[src/rtl/usbf_ep_tx_packetizer.sv]
// USB device TX packetizer: emits PID, payload popped from the endpoint FIFO, then CRC16 to UTMI.
// Optional macro USBF_TX_BYTE_CNT_EN adds tx_bytes_o, the count of payload bytes sent in the last packet.
module usbf_ep_tx_packetizer #(
  parameter int MAX_PKT = 64,
  parameter int LEN_W   = 7
) (
  input  logic             clk_i,
  input  logic             rstn_i,
  input  logic             start_i,
  input  logic [3:0]       pid_i,
  input  logic [LEN_W-1:0] len_i,
  output logic             busy_o,
  output logic             done_o,
  output logic             underrun_o,
  input  logic [7:0]       fifo_data_i,
  input  logic             fifo_empty_i,
  output logic             fifo_pop_o,
  output logic [7:0]       utmi_data_o,
  output logic             utmi_txvalid_o,
  input  logic             utmi_txready_i
`ifdef USBF_TX_BYTE_CNT_EN
  ,
  output logic [LEN_W-1:0] tx_bytes_o
`endif
);

  typedef enum logic [2:0] {ST_IDLE, ST_PID, ST_DATA, ST_CRC_LO, ST_CRC_HI} state_e;

  localparam logic [LEN_W-1:0] MAX_LEN = LEN_W'(MAX_PKT);

  state_e           state_q, state_d;
  logic [3:0]       pid_q, pid_d;
  logic [LEN_W-1:0] rem_q, rem_d;
  logic [15:0]      crc_q, crc_d;
  logic             done_q, done_d;
  logic             underrun_q, underrun_d;
`ifdef USBF_TX_BYTE_CNT_EN
  logic [LEN_W-1:0] tx_bytes_q, tx_bytes_d;
`endif

  // Reflected CRC16 (0xA001), one byte shifted in LSB first.
  function automatic logic [15:0] crc16_byte(input logic [15:0] crc, input logic [7:0] b);
    logic [15:0] c;
    c = crc ^ {8'h00, b};
    for (int i = 0; i < 8; i++) begin
      c = c[0] ? ((c >> 1) ^ 16'hA001) : (c >> 1);
    end
    return c;
  endfunction

  always_comb begin
    // NOTE: every signal gets a default first so no path leaves one unassigned and infers a latch.
    state_d        = state_q;
    pid_d          = pid_q;
    rem_d          = rem_q;
    crc_d          = crc_q;
    done_d         = 1'b0;
    underrun_d     = 1'b0;
`ifdef USBF_TX_BYTE_CNT_EN
    tx_bytes_d     = tx_bytes_q;
`endif
    utmi_txvalid_o = 1'b0;
    utmi_data_o    = 8'h00;
    fifo_pop_o     = 1'b0;

    unique case (state_q)
      ST_IDLE: begin
        if (start_i) begin
          pid_d   = pid_i;
          rem_d   = (len_i > MAX_LEN) ? MAX_LEN : len_i;
          crc_d   = 16'hFFFF;
          state_d = ST_PID;
`ifdef USBF_TX_BYTE_CNT_EN
          tx_bytes_d = '0;
`endif
        end
      end
      ST_PID: begin
        utmi_txvalid_o = 1'b1;
        utmi_data_o    = {~pid_q, pid_q};
        if (utmi_txready_i) state_d = (rem_q != '0) ? ST_DATA : ST_CRC_LO;
      end
      ST_DATA: begin
        if (!fifo_empty_i) begin
          utmi_txvalid_o = 1'b1;
          utmi_data_o    = fifo_data_i;
          fifo_pop_o     = utmi_txready_i;
          if (utmi_txready_i) begin
            rem_d = rem_q - LEN_W'(1);
            crc_d = crc16_byte(crc_q, fifo_data_i);
`ifdef USBF_TX_BYTE_CNT_EN
            tx_bytes_d = tx_bytes_q + LEN_W'(1);
`endif
            if (rem_q == LEN_W'(1)) state_d = ST_CRC_LO;
          end
        end else begin
          // FIFO starved mid-payload: abandon the packet rather than stall the bus.
          state_d    = ST_IDLE;
          underrun_d = 1'b1;
        end
      end
      ST_CRC_LO: begin
        utmi_txvalid_o = 1'b1;
        utmi_data_o    = ~crc_q[7:0];
        if (utmi_txready_i) state_d = ST_CRC_HI;
      end
      ST_CRC_HI: begin
        utmi_txvalid_o = 1'b1;
        utmi_data_o    = ~crc_q[15:8];
        if (utmi_txready_i) begin
          state_d = ST_IDLE;
          done_d  = 1'b1;
        end
      end
      default: state_d = ST_IDLE;
    endcase
  end

  // NOTE: sequential state uses non-blocking assignments so all flops update together at the edge.
  always_ff @(posedge clk_i) begin
    if (!rstn_i) begin
      state_q    <= ST_IDLE;
      pid_q      <= 4'h0;
      rem_q      <= '0;
      crc_q      <= 16'hFFFF;
      done_q     <= 1'b0;
      underrun_q <= 1'b0;
`ifdef USBF_TX_BYTE_CNT_EN
      tx_bytes_q <= '0;
`endif
    end else begin
      state_q    <= state_d;
      pid_q      <= pid_d;
      rem_q      <= rem_d;
      crc_q      <= crc_d;
      done_q     <= done_d;
      underrun_q <= underrun_d;
`ifdef USBF_TX_BYTE_CNT_EN
      tx_bytes_q <= tx_bytes_d;
`endif
    end
  end

  assign busy_o     = (state_q != ST_IDLE);
  assign done_o     = done_q;
  assign underrun_o = underrun_q;
`ifdef USBF_TX_BYTE_CNT_EN
  assign tx_bytes_o = tx_bytes_q;
`endif

endmodule
[config.mk]
export PLATFORM = sky130hd
export DESIGN_NAME = usbf_ep_tx_packetizer
export DESIGN_NICKNAME = d
export VERILOG_FILES = /design/src/rtl/usbf_ep_tx_packetizer.sv
export SDC_FILE = /design/constraint.sdc
export NUM_CORES = 1
export LEC_CHECK = 0
export CORE_AREA = 2 2 67 69
export DETAILED_ROUTE_END_ITERATION = 10
export DIE_AREA = 0 0 69 71
export GPL_TIMING_DRIVEN = 0
export PLACE_DENSITY = 0.7
export SETUP_SLACK_MARGIN = 0.4
export SLEW_MARGIN = 25
export SYNTH_ARGS = -nofsm -noshare
export SYNTH_HDL_FRONTEND = slang
export SYNTH_SLANG_ARGS = --single-unit
[constraint.sdc]
create_clock -name clk_i -period 3 [get_ports clk_i]
set_input_delay 0.3 -clock clk_i [delete_from_list [all_inputs] [get_ports clk_i]]
set_output_delay 0.3 -clock clk_i [all_outputs]
set_load 0.02 [all_outputs]
==> run_results.csv <==
group,metric,value,unit
sta,hold_viol,0,
synth,synth_cells,230,
pwr,pwr-share-comb,55.8,%
worst_setup_path,path_cells,"clkdlybuf4s50_1 > nor2b_1 > a22oi_1 > nor3_2 > clkbuf_1 > nand3_1 > o21ai_1 > nand2_1",
pwr,p_clk_share,16.8,%
pwr,net-switching-power,0.862,mW
worst_setup_path,crit_fanout,10,
synth,synth_enable_flop_cells,0,
pwr,seqPwrFrac,27.3,%
cells_and_area,stdcell_count,326,
cts,insertion_delay,290,ps
worst_setup_path,path_buf_inv,2,
worst_setup_path,critPathKind,"in -> reg",
grt,grt_antenna_before_repair,0,
synth,synth.distinct_cells,38,
die,ios,37,
worst_setup_path,required,3150,ps
die,die_y,71,um
cts,tritoncts,"done",
placed_design,pre_cts_ws,-126,ps
worst_setup_path,worst_path_largest_cell_delay,520,ps
placed_design,hpwl,3.39,mm
grt,grt-ovfl-total,0,
synth,synth-seq-area-share,34.8,%
status,outcome,"complete, no violations",
cells_and_area,diodes,0,
detailed_routing,wl_per_cell,14.3,um
sta,setup_violations,0,
detailed_routing,viasPerCell,5.44,
cts,hold_buffers,0,
sta,worst_pin_slew,894,ps
die,core_region_area,4200,um^2
hold_path,hp-class,"in -> reg",
detailed_routing,drt_iter0_markers,115,
synth,yosys_warnings,0,
sta,period_needed,2350,ps
sta,clock_skew,8.18,ps
worst_setup_path,setup.worst_path.end_class,"register",
detailed_routing,postRouteAntennaNets,0,
die,rows,24,
sta,postLayoutSetupSlackWorst,651,ps
cells_and_area,finalNetCount,300,
synth,ys_ff_latch,32,
pwr,p_leak,0.993,nW
detailed_routing,wl,4.66,mm
worst_setup_path,critPathSlowestCell,"nor3_2",
synth,postSynthAreaPerCell,8.01,um^2
pwr,finalPower,2.01,mW
pwr,peakVddDrop,0.329,mV
cts,clkSinkCount,32,
sta,finalCritPeriodShare,78.3,%
sta,fin_hold_ws,374,ps
cells_and_area,layout-drive-gt1-share,8.03,%
placed_design,dp_cells,317,
die,dieArea,4900,um^2
worst_setup_path,crit_family,"buffers and inverters",
pwr,cellPowerDensity,839,nW/um^2
cells_and_area,syn_to_final_growth,30.0,%
detailed_routing,vias,1774,
cts,cts_root_buf,"clkbuf_8",
die,die_x,69,um
worst_setup_path,crit_path_start_kind,"primary input",
synth,async_reset_ff_share,0,%
synth,ys.flop_type,"dfxtp_1",
synth,synth.cell_area,1840,um^2
pwr,p_int,1.15,mW
synth,synth_nets,257,
cts,clock_path_buffers,2,
cells_and_area,multi_input_area,1130,um^2
grt,grt_pass1_wl,7.86,mm
grt,grt_start_max_net_pins,11,
grt,grt_pass1_vias,1736,
detailed_routing,first_pass_iters,4,
placed_design,routabilityCongestion,0.806,
cts,clk_pin_slew,60,ps
sta,finalSetupTns,0,ps
detailed_routing,drcViolationCount,0,
job,cap_violations,0,
cts,htree_levels,2,
placed_design,port_buffers,35,
grt,track_usage,19.7,%
pwr,swShare,42.9,%
die,start_util,43.8,%
cells_and_area,fillers,402,
sta,maxSlewViolCount,0,
worst_setup_path,arrival,2500,ps
sta,rsz0062_at_grt,"no",
cells_and_area,seq_area,641,um^2
sta,fmax,426,MHz
cts,cts_made_buffers,5,
sta,relSlewSlack,40.3,%
[logic make-up (layout without fill, tap and decap cells)]
family | after synthesis | after routing | share of synthesized area [%]
AOI/OAI and AO/OA | 58 | 58 | 20.8
xor gates and xnor gates | 21 | 21 | 12.2
adders and majority gates | 3 | 3 | 2.04
buffers and inverters | 21 | 65 | 4.35
DFF | 32 | 32 | 34.8
muxes | 8 | 8 | 4.35
and+or+nand+nor | 87 | 87 | 21.5
[metrics by stage]
stage / instance area (um^2) / utilization, %
global placement: 2260 / 53.7
CTS: 2370 / 56.3
floorplan: 1840 / -
global route: 2390 / 57.0
finish: 2390 / 57.0
detailed placement: 2260 / 53.7
[flip-flops by register name (all words and copies together) (netlist names)]
name / count
crc_q: 16
rem_q: 7
pid_q: 4
state_q: 3
done_o: 1
underrun_o: 1
[power groups by stage]
stage               sequential [mW]  clock [mW]  combinational, mW
floorplan                     0.542           0              0.764
global placement              0.556           0               1.09
detailed placement            0.556           0               1.10
CTS                           0.547       0.344               1.12
global route                  0.556       0.361               1.22
finish                        0.549       0.338               1.12
[cells in the mapped netlist (2+ instances only)]
cell type   n  area (um^2)
a21oi_1     7         35.0
a22oi_1     3         22.5
a31oi_1     4         25.0
clkbuf_1   12         45.0
dfxtp_1    32          641
ha_1        3         37.5
inv_1       7         26.3
mux2i_1     8         80.1
nand2_1    38          143
nand2b_1    3         18.8
nand3_1     2         10.0
nand3b_1    2         15.0
nor2_1     25         93.8
nor2b_1     2         12.5
nor3_1      6         30.0
nor3b_1     3         22.5
o211ai_1   13         97.6
o21ai_0     7         35.0
o21ai_1     5         25.0
o22ai_1    13         81.3
or3_1       2         12.5
xnor2_1    11         96.3
xor2_1      7         61.3
[timing repair]
item | 4_1_cts | 5_1_grt
resized for setup | 5 | 15
endpoints found under the setup margin | 9 | 9
gates cloned | 0 | 0
pin swaps | 1 | 0
setup buffers | 1 | 0
hold endpoints to repair | 0 | 0
[layer usage]
layer | GRT usage (%) | wire, um
met5 | 0 | 0
met3 | 4.13 | 241
met2 | 31.2 | 2090
met4 | 8.71 | 127
met1 | 26.0 | 2200
[final cells by class]
cell class	instances	area share [%]
inverter	8	1.25
tap	52	2.72
sequential	32	26.8
clock buffer	8	3.76
multi-input combinational	177	47.3
buffer	13	2.30
timing repair buffer	36	15.9
[cells in the final DEF, fill, tap and decap left out, types with 2 or more instances in the layout]
cell             count
nand2_1             37
xor2_1               7
nand2b_1             3
ha_1                 3
nand3_1              2
dlymetal6s2s_1       9
buf_2                2
a31oi_1              4
nor2_1              23
clkbuf_2             3
a22oi_1              3
o211ai_1            13
a21oi_1              7
inv_1                7
mux2i_1              8
xnor2_1             11
dfxtp_1             32
nor2b_1              2
o21ai_1              5
o22ai_1             13
o21ai_0              7
or3_1                2
clkdlybuf4s50_1     26
nand3b_1             2
clkbuf_8             6
nor3b_1              3
nor3_1               6
clkbuf_1            10
[path summary, 6_finish.rpt]
check               start         to  slack [ps]  cells past startpoint
min                rstn_i   crc_q[9]         370                      2
max          fifo_empty_i  crc_q[10]         650                      8
min reg2reg      rem_q[5]   rem_q[5]         470                      2
max reg2reg    state_q[1]  crc_q[10]         800                      8
(Power assumes the default switching activity.)
